[config.mk]
export PLATFORM = sky130hd
export DESIGN_NAME = xor_unit_arbiter
export DESIGN_NICKNAME = d
export VERILOG_FILES = /design/src/rtl/xor_unit_arbiter.sv
export SDC_FILE = /design/constraint.sdc
export NUM_CORES = 1
export LEC_CHECK = 0
export ABC_AREA = 1
export CORE_MARGIN = 3
export CORE_UTILIZATION = 42
export DETAILED_ROUTE_END_ITERATION = 6
export PLACE_DENSITY = 0.91
export SYNTH_ARGS = -nofsm -noshare
export SYNTH_HDL_FRONTEND = slang
export SYNTH_SLANG_ARGS = --single-unit
[constraint.sdc]
create_clock -name clk -period 4 [get_ports clk]
set_input_delay 1 -clock clk [delete_from_list [all_inputs] [get_ports clk]]
set_output_delay 1 -clock clk [all_outputs]
set_load 0.01 [all_outputs]
[src/rtl/xor_unit_arbiter.sv]
// Round-robin arbiter sharing one 32-bit XOR datapath among NUM_REQ requesters.
// One operation in flight; the tagged result is held until the consumer accepts it.
//
// state | meaning
// IDLE  | arbitrate, handshake with the winner, latch its operands
// EXEC  | shared XOR evaluates the latched operands
// RESP  | result valid, held until resp_ready
module xor_unit_arbiter #(
  parameter int NUM_REQ = 4,
  parameter int ID_W    = 2
) (
  input  logic                    clk,
  input  logic                    reset,
  input  logic [NUM_REQ-1:0]      req_valid,
  input  logic [NUM_REQ*32-1:0]   req_a,
  input  logic [NUM_REQ*32-1:0]   req_b,
  output logic [NUM_REQ-1:0]      req_ready,
  output logic                    resp_valid,
  output logic [31:0]             resp_data,
  output logic [ID_W-1:0]         resp_id,
  input  logic                    resp_ready,
  output logic                    busy,
  output logic [15:0]             op_count
);

  typedef enum logic [1:0] {IDLE, EXEC, RESP} state_t;

  state_t          state_q, state_d;
  logic [ID_W-1:0] rr_ptr_q, rr_ptr_d;
  logic [31:0]     op_a_q, op_a_d;
  logic [31:0]     op_b_q, op_b_d;
  logic [31:0]     resp_data_q, resp_data_d;
  logic [ID_W-1:0] resp_id_q, resp_id_d;
  logic [15:0]     op_count_q, op_count_d;

  logic            grant_any;
  logic [ID_W-1:0] grant_idx;
  logic [ID_W:0]   cand;
  logic [31:0]     sel_a, sel_b;
  logic [31:0]     xor_out;

  // First valid requester at or above rr_ptr, wrapping modulo NUM_REQ.
  always_comb begin
    grant_any = 1'b0;
    grant_idx = '0;
    cand      = '0;
    for (int k = 0; k < NUM_REQ; k++) begin
      cand = {1'b0, rr_ptr_q} + (ID_W+1)'(k);
      if (cand >= (ID_W+1)'(NUM_REQ)) begin
        cand = cand - (ID_W+1)'(NUM_REQ);
      end
      if (!grant_any && req_valid[cand[ID_W-1:0]]) begin
        grant_any = 1'b1;
        grant_idx = cand[ID_W-1:0];
      end
    end
  end

  always_comb begin
    sel_a     = '0;
    sel_b     = '0;
    req_ready = '0;
    for (int i = 0; i < NUM_REQ; i++) begin
      if (grant_idx == ID_W'(i)) begin
        sel_a = req_a[32*i +: 32];
        sel_b = req_b[32*i +: 32];
        req_ready[i] = grant_any && (state_q == IDLE);
      end
    end
  end

  assign xor_out = op_a_q ^ op_b_q;

  always_comb begin
    state_d     = state_q;
    rr_ptr_d    = rr_ptr_q;
    op_a_d      = op_a_q;
    op_b_d      = op_b_q;
    resp_data_d = resp_data_q;
    resp_id_d   = resp_id_q;
    op_count_d  = op_count_q;
    case (state_q)
      IDLE: begin
        if (grant_any) begin
          op_a_d    = sel_a;
          op_b_d    = sel_b;
          resp_id_d = grant_idx;
          rr_ptr_d  = (grant_idx == ID_W'(NUM_REQ-1)) ? '0 : grant_idx + ID_W'(1);
          state_d   = EXEC;
        end
      end
      EXEC: begin
        resp_data_d = xor_out;
        state_d     = RESP;
      end
      RESP: begin
        if (resp_ready) begin
          op_count_d = op_count_q + 16'd1;
          state_d    = IDLE;
        end
      end
      default: state_d = IDLE;
    endcase
  end

  always_ff @(posedge clk) begin
    if (reset) begin
      state_q     <= IDLE;
      rr_ptr_q    <= '0;
      op_a_q      <= '0;
      op_b_q      <= '0;
      resp_data_q <= '0;
      resp_id_q   <= '0;
      op_count_q  <= '0;
    end else begin
      state_q     <= state_d;
      rr_ptr_q    <= rr_ptr_d;
      op_a_q      <= op_a_d;
      op_b_q      <= op_b_d;
      resp_data_q <= resp_data_d;
      resp_id_q   <= resp_id_d;
      op_count_q  <= op_count_d;
    end
  end

  assign resp_valid = (state_q == RESP);
  assign busy       = (state_q != IDLE);
  assign resp_data  = resp_data_q;
  assign resp_id    = resp_id_q;
  assign op_count   = op_count_q;

endmodule

==> metrics.txt <==
Max clock buf depth 2; grt ovf 0; worst relative slew slack 0.2744; Site Rows 46; area post-placement around 0.010 mm²; wirelength, routed 24250 µm; largest net degree at the start of global routing 129; Post-CTS Hold Buffers 0; worst hold path class flip-flop to flip-flop; vias per std cell 5.085; die area around 0.018 mm²; most frequent cell after synthesis nand2_1; outcome finished, final reports clean; crit path capture req_ready[3]; met2 usage 0.4388; R2R Path End op_a_q[2]; Boundary Pins 319; Sink Count 118; clk_skew 0.008490 ns; Die H 134.4 µm; sequential-to-total area share from yosys stat 0.3412; worst endpoint required time 3.00 ns; Worst-path clk slew 0.05 ns; initial drt markers approximately 530; nets approximately 1700; CP Capture Type output port; DR vias slightly above 8000; drt drc 0; most frequent cells after synthesis nand2_1 (344), o21ai_0 (170), nor2_1 (151); DPL Wire Length 18000 µm; first-pass GRT wire length 36490 µm; IO Port Bufs 318; Core Box Area 0.01600 mm²; Leak Pwr between 4 and 5 nW; synthesized area 0.006923 mm²; Post-CTS Setup Repair Bufs 0; Routed Antenna Nets 0; cell family with most CP delay buffers and inverters; Critical Path AT 2.81 ns; Synth area leader dfxtp_1; GRT Total Usage 0.2526; Synth cell types 29; Mapped Nets between 1000 and 1500; Tmin final 3.810 ns; M3 GR Usage 0.05889; Final Max Slew Viols 0; layout cells sized above 1 0.07275; Slew @ Worst Pin 1.088 ns; final instance area 0.01081 mm²; ranking of synthesized cells by area dfxtp_1 (34%), nand2_1 (19%), o21ai_0 (12%), nor2_1 (8.2%), a21oi_1 (8.1%); slowest CP cell clkdlybuf4s50_1; final hold violations 0; r2r setup slk 0.64 ns; RePlAce Congestion 0.9310; FFs w/ async S/R, synth 0; R2R Path Start rr_ptr_q[0]; startpoint types input port; period utilization 0.9525; Register-to-Register Path Depth 16; Placement Setup Slack -0.2972 ns; DR WL/cell 14.98 µm; kind of critical path input port to output port; TritonCTS clock tree done; CP max FO 3; Synth Instances 1110; Top cell by count, worst path nand3_2; peak per-stage delay on the critical path ~0.48 ns; Synth top area share 0.3412; 1st-pass router iterations 5; grt met1 use 0.3015; Peak Freq between 200 and 300 MHz; Ys Warns 0; Total Power 11.60 mW; pwr/cell area 1074 mW/mm²; initial antenna violation count 1; critical path startpoint req_valid[3]; TritonCTS Buffers 17; GRT Max-Usage Layer met2; Starting Density 0.4327; syn avg cell area slightly above 6 µm²; PnR worst setup slack about 0.19 ns; final setup violation count 0; Main synth FF type dfxtp_1; Peak VDD IR between 0.8 and 0.9 mV; CTS H-tree depth 4; vias in the first global route 7495; clock latency on the worst-skew pair 0.41 ns; EDFF count, synth 0; Yosys reg bits 118; area grow syn2layout 56.10%; Max-Cap Viols 0; critical path cell sequence clkdlybuf4s50_1, inv_1, nand2_1, nand3_2, nand2_1, nand3_1, nand3_2, nand3_2, inv_1, ha_1, clkinv_2, nor2_1, clkbuf_2; WP buf/inv 5; clk root buf clkbuf_16; chip width 134.4 µm; cell count along the critical path 13
[state kept, by name, summed over array words and instances (netlist names)]
name / count
op_a_q: 32
op_b_q: 32
op_count: 16
resp_data: 32
resp_id: 2
rr_ptr_q: 2
state_q: 2
[stage by stage]
step / util / setup TNS (ns) / hold slack (ns) / std cells
floorplan: - / 0 / 0.4755 / 1110
finish: 0.6754 / 0 / 0.4886 / 1619
global placement: 0.6372 / -1.611 / 0.4696 / 1587
detailed placement: 0.6372 / -6.878 / 0.4806 / 1587
global route: 0.6754 / -0.01137 / 0.5192 / 1619
CTS: 0.6744 / 0 / 0.4898 / 1618
[worst min-delay path: cells and delay by family, from the launching register on]
kind,cells,cell delay [ns]
DFF,1,0.31
and+or+nand+nor,2,0.14
[routing by layer]
layer  routed length, µm  vias to the layer above
met5                   0                        -
met4                 709                        0
met3                1648                       54
met2               12110                      336
met1                9782                     3706
li1                    -                     4136
[area by class of cell]
| class | instances | area (µm²) |
|---|---|---|
| Fill cell | 1380 | 5194 |
| Multi-Input combinational cell | 877 | 4083 |
| Timing Repair Buffer | 337 | 3334 |
| Sequential cell | 118 | 2362 |
| Clock buffer | 19 | 442.9 |
| Tap cell | 216 | 270.3 |
| Inverter | 39 | 156.4 |
| Clock inverter | 12 | 155.1 |
| Antenna cell | 1 | 2.502 |
[power by group]
| group | internal [mW] | switching [mW] |
|---|---|---|
| clock network | 0.990 | 0.534 |
| registers | 1.61 | 0.281 |
| logic | 3.05 | 5.14 |
| total | 5.65 | 5.95 |
[cells by family (layout without fill, tap and decap cells)]
logic type,Yosys count,in the layout,synth area share
other,0,1,0
flip-flops,118,118,0.3412
AND/OR/NAND/NOR,554,554,0.3248
buffers and inverters,115,407,0.07591
AO/OA/AOI/OAI,285,285,0.2073
adder cells (fa/ha/maj),5,5,0.009037
XOR/XNOR,33,33,0.04175
[cell usage in the layout (no fill, tap or decap), types with 2 or more instances in the layout]
cell               n
xnor2_1           32
inv_2              3
clkbuf_2           3
clkbuf_16         17
o21ai_0          170
nand4_1            3
nor2_1           149
nand2_1          343
clkinv_4           2
clkinv_2           4
buf_12             2
nor2_4             2
nand3_2            5
buf_4             16
clkinvlp_4         5
and3_1             2
nand3_1           12
nor3_1             6
inv_1             31
nand2_2           24
ha_1               3
o21a_1             2
bufinv_16          3
dfxtp_1          118
clkdlybuf4s50_1  314
ha_2               2
nand2_4            5
a21oi_1          112
[worst min path at each step]
stage / startpoint / endpoint / slack (ns) / cells after the start
after floorplan: op_a_q[0] / op_a_q[0] / 0.48 / 2
final: resp_id[0] / resp_id[0] / 0.49 / 2
after global placement: resp_id[0] / resp_id[0] / 0.47 / 2
after global routing: op_b_q[31] / op_b_q[31] / 0.52 / 2
after CTS: resp_id[0] / resp_id[0] / 0.49 / 2
after detailed placement: resp_id[0] / resp_id[0] / 0.48 / 2
[what timing repair did]
| item | in CTS | in global routing |
|---|---|---|
| resized for setup | 6 | 15 |
| pin swaps | 0 | 1 |
| hold endpoints to repair | 0 | 0 |
| endpoints found under the setup margin | 4 | 25 |
No activity file was read; power rests on OpenSTA's default activity.
